<file path="src/rtl/reg_bank.sv">
// ---------------------------------------------------------------------------
// reg_bank: multi-ported register file (one write port, two read ports).
//
// Parameters:
//   DATA_WIDTH : width of each register and of the data ports
//   ADDR_WIDTH : register index width; NREGS = 2**ADDR_WIDTH registers
//   ZERO_REG   : 1 -> register 0 is hardwired to zero
//   BYPASS     : 1 -> same-cycle write data is forwarded to the read ports
//
// Ports:
//   CLK      in  : clock, state updates on the rising edge
//   RST_N    in  : asynchronous active-low reset, clears every register
//   WE       in  : write enable
//   WADDR    in  : write register index
//   WDATA    in  : write data
//   RADDR_A  in  : read port A register index
//   RDATA_A  out : read port A data (combinational)
//   RADDR_B  in  : read port B register index
//   RDATA_B  out : read port B data (combinational)
//   WEN_VEC  out : one-hot decoded write-enable vector
// ---------------------------------------------------------------------------
module reg_bank #(
    parameter int unsigned DATA_WIDTH = 32,
    parameter int unsigned ADDR_WIDTH = 5,
    parameter int unsigned ZERO_REG   = 1,
    parameter int unsigned BYPASS     = 1,
    localparam int unsigned NREGS     = 2 ** ADDR_WIDTH
) (
    input  logic                  CLK,
    input  logic                  RST_N,
    input  logic                  WE,
    input  logic [ADDR_WIDTH-1:0] WADDR,
    input  logic [DATA_WIDTH-1:0] WDATA,
    input  logic [ADDR_WIDTH-1:0] RADDR_A,
    output logic [DATA_WIDTH-1:0] RDATA_A,
    input  logic [ADDR_WIDTH-1:0] RADDR_B,
    output logic [DATA_WIDTH-1:0] RDATA_B,
    output logic [NREGS-1:0]      WEN_VEC
);

    logic [DATA_WIDTH-1:0] regs_q [NREGS];
    logic [DATA_WIDTH-1:0] regs_d [NREGS];
    logic [NREGS-1:0]      wen_vec;

    // Write decode; the hardwired zero register never receives an enable.
    always_comb begin
        wen_vec = '0;
        if (WE) begin
            wen_vec[WADDR] = 1'b1;
        end
        if (ZERO_REG != 0) begin
            wen_vec[0] = 1'b0;
        end
    end

    assign WEN_VEC = wen_vec;

    always_comb begin
        for (int unsigned k = 0; k < NREGS; k++) begin
            regs_d[k] = wen_vec[k] ? WDATA : regs_q[k];
        end
    end

    // Asynchronous clear; any write presented while reset is low is dropped.
    always_ff @(posedge CLK or negedge RST_N) begin
        if (!RST_N) begin
            for (int unsigned k = 0; k < NREGS; k++) begin
                regs_q[k] <= '0;
            end
        end else begin
            for (int unsigned k = 0; k < NREGS; k++) begin
                regs_q[k] <= regs_d[k];
            end
        end
    end

    // Read ports. Priority: hardwired zero, then forwarding, then storage.
    // Forwarding is independent of reset, so a write presented during reset
    // is still visible on a matching read port while storage reads as zero.
    logic zero_a, zero_b;
    logic fwd_a, fwd_b;

    always_comb begin
        zero_a  = (ZERO_REG != 0) && (RADDR_A == '0);
        zero_b  = (ZERO_REG != 0) && (RADDR_B == '0);
        fwd_a   = (BYPASS != 0) && WE && (WADDR == RADDR_A);
        fwd_b   = (BYPASS != 0) && WE && (WADDR == RADDR_B);

        RDATA_A = regs_q[RADDR_A];
        if (zero_a) begin
            RDATA_A = '0;
        end else if (fwd_a) begin
            RDATA_A = WDATA;
        end

        RDATA_B = regs_q[RADDR_B];
        if (zero_b) begin
            RDATA_B = '0;
        end else if (fwd_b) begin
            RDATA_B = WDATA;
        end
    end

endmodule

</file>
<file path="config.mk">
export PLATFORM = sky130hd
export DESIGN_NAME = reg_bank
export DESIGN_NICKNAME = d
export VERILOG_FILES = /design/src/rtl/reg_bank.sv
export SDC_FILE = /design/constraint.sdc
export NUM_CORES = 2
export LEC_CHECK = 0
export ABC_AREA = 0
export BUFFER_PORTS_ARGS = -buffer_cell sky130_fd_sc_hd__buf_4
export CAP_MARGIN = 0
export CORE_MARGIN = 3
export CORE_UTILIZATION = 32
export DETAILED_ROUTE_END_ITERATION = 6
export GPL_TIMING_DRIVEN = 0
export RECOVER_POWER = 25
export SYNTH_ARGS = -nofsm -noshare
export SYNTH_HDL_FRONTEND = slang
export SYNTH_SLANG_ARGS = --single-unit
export TNS_END_PERCENT = 20
</file>
<file path="constraint.sdc">
create_clock -name CLK -period 5.55 [get_ports CLK]
set_clock_uncertainty 0.2 [all_clocks]
set_input_delay 0.555 -clock CLK [delete_from_list [all_inputs] [get_ports CLK]]
set_output_delay 0.555 -clock CLK [all_outputs]
set_load 0.005 [all_outputs]
</file>
# Word-level counts from Yosys, hierarchy flattened
# Index checks and enable logic that the tools add are counted.
[op_classes]
eq_ne = 2
bitwise = 2
reduce_logical = 5
n_mux = 13
n_lt_le_gt_ge = 4
[op_table]
columns = ["op", "n"]
rows = [
  ["$bmux W32 S5", 2],
  ["$mux W32", 9],
  ["$ge A6 B6 Y1 const B", 2],
  ["$not A5 Y6", 2],
  ["$eq A5 B5 Y1", 2],
  ["$logic_not A5 Y1", 2],
  ["$lt A5 B6 Y1 const B", 1],
  ["$demux W1 S5", 1],
  ["$ge A5 B1 Y1 const B", 1],
  ["$logic_and A1 B1 Y1", 3],
  ["$mux W1", 1],
]
[word_totals]
input_bits = 50
output_inout_bits = 96
register_bits = 992

# Logic depth before layout (Yosys ltp)
[logic_depth]
depth_word = 6
depth_mapped = 10
mapped_depth_nobuf = 5

# Least setup slack after synthesis
# Ideal clock, no wire load.
[synth_path]
path_kind = "in2out"
from = "in RADDR_B[0]"
to = "out RDATA_B[29]"
arrival_time_ps = 2320
setup_slack_ps = 2475
stages = 8
required_time_ps = 4795
path_cell_list = "buf_2 -> buf_6 -> buf_4 -> buf_2 -> mux4_2 -> mux2i_1 -> nand2_1 -> a32o_1"
[synth_between]
elab_chain_len = 6
word_cells_on_any_way = 9
classes_between = "eq/ne: 1; mux: 5; bitwise: 1; reduce/logical: 2"
[synth_rtl]
columns = ["item", "line_no", "source"]
rows = [
  ["start, declared", "36", "input logic [ADDR_WIDTH-1:0] RADDR_B,"],
  ["$not A5 Y6 (implied by the code)", "96", "RDATA_B = regs_q[RADDR_B];"],
  ["$bmux W32 S5", "96", ""],
  ["$mux W32 (implied by the code) (2 in series)", "96", ""],
  ["$mux W32", "99", "end else if (fwd_b) begin"],
  ["$mux W32 *", "97", "if (zero_b) begin"],
  ["end, declared", "37", "output logic [DATA_WIDTH-1:0] RDATA_B,"],
]
# Mark *: on every way between the ends. The rest lies on a longest branch, timed or not. The select of a mux whose other input is x is not followed.

# Worst setup path after layout
[layout_path]
from = "in RADDR_B[3]"
to = "out RDATA_B[3]"
# Same word-level chain as after synthesis.

==> results.ini <==
[timing]
setup_ws_ns = -0.356
slew_violations = 332
fmax_ghz = 0.169
worst_pin_slew_ns = 3.63
timing.final.crit_share = 1.06
layout_min_cycle_time_ns = 5.91
grt_setup_unrepaired = true
finalHoldViolations = 0
setup_viol = 13
slew_headroom = -1.42

[pwr]
switchingPower_mw = 6.95
p_per_area_nw_per_um2 = 368
combPwrFrac = 0.224
pwr-share-seq = 0.431
p_clk_frac = 0.344
p_int_mw = 15.8
ir_worst_vdd_mv = 0.250
power.leakage_nw = 27.2
p_sw_frac = 0.306

[cts]
numCtsBuffers = 106
htreeDepth = 3
cts_setup_buffers = 0
clock_latency_ns = 0.73
cts_root_buffer = clkbuf_16
path_clk_slew_ns = 0.06
tritoncts = yes
clock_path_buffers = 3
clock-sinks = 992

[final_layout]
post-route-cell-area_um2 = 61800
ff_latch_area_um2 = 24800
multi_input_area_um2 = 27000
largest_reg_flops = 992
top_regs = regs_q: 992 flops
area_growth_pct = 15.1
final_cell_mix = dfrtp_1, mux2_2, nand2_1
layout.nets = 4558
drive_gt1_frac = 0.377
top_register = regs_q
final_common_cell = dfrtp_1
final_util = 0.373
fill_cells = 15935

[synthesis]
yosysUniqueCellTypes = 55
ys.flop_type = dfrtp_1
synth_seq_cells = 992
ys_warn_count = 0
syn_area_um2 = 53700
syn_nets = 4273
synth_edf_count = 0
avgSynthCellArea_um2 = 12.7
synthArstFlopShare = 1.00
netlist_instances = 4223
ys_seq_area_frac = 0.463

[setup_path]
crit_path_start_kind = input port
crit_arrival_ns = 5.15
cp_max_fo = 10
cp-end-kind = output pin
cp.required_ns = 4.80
criticalPathCategory = in -> out

[global_route]
grt_pass1_vias = 41175
grt_max_degree = 147
antenna_found_initial = 14
grt_pass1_wl_um = 338000
grtUsageTotal = 0.280
overflow = 0

[drt]
viasPerCell = 6.19
firstDrtPassIters = 7
vias = 42043
drt_iter0_drc = 6036
drc = 9
wirelength_um = 247000
wl_per_cell_um = 36.4
postRouteAntennaNets = 0

[place]
port_buffers = 132
place_area_um2 = 57700
dp_hpwl_um = 181000
gp_congestion = 1.07

[floorplanning]
die_h_um = 416
coreArea_um2 = 166000
io-pin-count = 146
num_rows = 149
initial_core_util = 0.324
design.die.area_um2 = 173000
die_w_um = 416

[flow_run]
drv_cap = 9

[status]
failed_checks = DRC, capacitance limit, slew limit, setup timing
outcome = complete, but fails checks

[min_path]
holdCritPathClass = in -> async

==> layer usage <==
layer | wire [um] | global-route usage
met3 | 29300 | 0.0924
met4 | 23800 | 0.224
met5 | 219 | 0.00806
met1 | 88000 | 0.338
met2 | 106000 | 0.408
==> synth_stat cells (17+ instances only) <==
cell type	n	area, um2
nor2b_1	44	275
a221oi_1	78	683
a211oi_1	22	165
nand2_1	851	3190
a22oi_1	81	608
mux2_2	859	9670
nor2_1	39	146
mux2i_1	96	961
buf_2	104	521
clkbuf_1	242	908
a21oi_1	43	215
dfrtp_1	992	24800
inv_1	17	63.8
mux4_2	405	9120
a32o_1	22	220
buf_4	17	128
o22ai_1	60	375
buf_1	58	218
nor3_1	17	85.1
o211ai_1	19	143
o21ai_0	26	130
==> repair_timing <==
action                     4_1_cts  5_1_grt
hold buffers                    33        0
setup endpoints to repair       12        7
resized for setup                7       11
hold endpoints to repair       243        0
pin swaps                        0        0
==> critical path: stages <==
cell      delay (ns)
clkbuf_1        0.72
buf_1           0.68
buf_1           1.09
o211ai_1        0.52
o211a_1         0.30
o41ai_2         0.99
buf_4           0.25
==> power groups by stage <==
stage,Clock (mW),Combinational [mW],Sequential [mW]
2_1_floorplan,0,3.31,9.40
3_3_place_gp,0,4.80,9.76
3_5_place_dp,0,4.93,9.82
4_1_cts,7.83,4.96,9.71
5_1_grt,8.11,5.31,9.92
6_report,7.82,5.10,9.80
==> worst paths after layout <==
path                                         start                 endpoint  slack, ns  cells after the start
min reg2reg                regs_q[829]$_DFFE_PN0P_  regs_q[829]$_DFFE_PN0P_       0.30                      2
max in group asynchronous                    RST_N  regs_q[206]$_DFFE_PN0P_       0.70                      4
max                                     RADDR_B[3]               RDATA_B[3]      -0.36                      7
min                                          RST_N  regs_q[154]$_DFFE_PN0P_       0.09                      2
max reg2reg                 regs_q[40]$_DFFE_PN0P_   regs_q[40]$_DFFE_PN0P_       4.50                      1
min in group CLK           regs_q[829]$_DFFE_PN0P_  regs_q[829]$_DFFE_PN0P_       0.30                      2
==> area by class of cell <==
| cell class | count | area share |
|---|---|---|
| sequential | 992 | 0.402 |
| clock buffer | 144 | 0.0480 |
| antenna | 11 | 0.000446 |
| inverter | 18 | 0.00109 |
| buffer | 427 | 0.0306 |
| timing repair buffer | 177 | 0.0248 |
| tap | 2189 | 0.0444 |
| multi-input combinational | 2786 | 0.437 |
| clock inverter | 52 | 0.0120 |
==> stage by stage <==
| step | setup WS (ns) | TNS, ns | power, mW | cells | hold slack [ns] |
|---|---|---|---|---|---|
| 2_1_floorplan | 2.48 | 0 | 12.7 | 4223 | 0.0594 |
| 3_3_place_gp | -8.49 | -8272.78 | 14.6 | 6544 | 0.273 |
| 3_5_place_dp | -0.178 | -0.981 | 14.7 | 6556 | 0.259 |
| 4_1_cts | -0.0796 | -0.147 | 22.5 | 6785 | 0.0877 |
| 5_1_grt | -0.0590 | -0.590 | 23.3 | 6793 | 0.107 |
| 6_report | -0.356 | -2.02 | 22.7 | 6796 | 0.0885 |
==> logic make-up after synthesis <==
| kind of cell | share of synthesized area |
|---|---|
| muxes | 0.368 |
| other | 0.0000699 |
| xor gates and xnor gates | 0.00163 |
| and+or+nand+nor | 0.0758 |
| DFF | 0.463 |
| AOI/OAI and AO/OA | 0.0563 |
| buffers and inverters | 0.0356 |
Power figures use the tool's default switching activity.
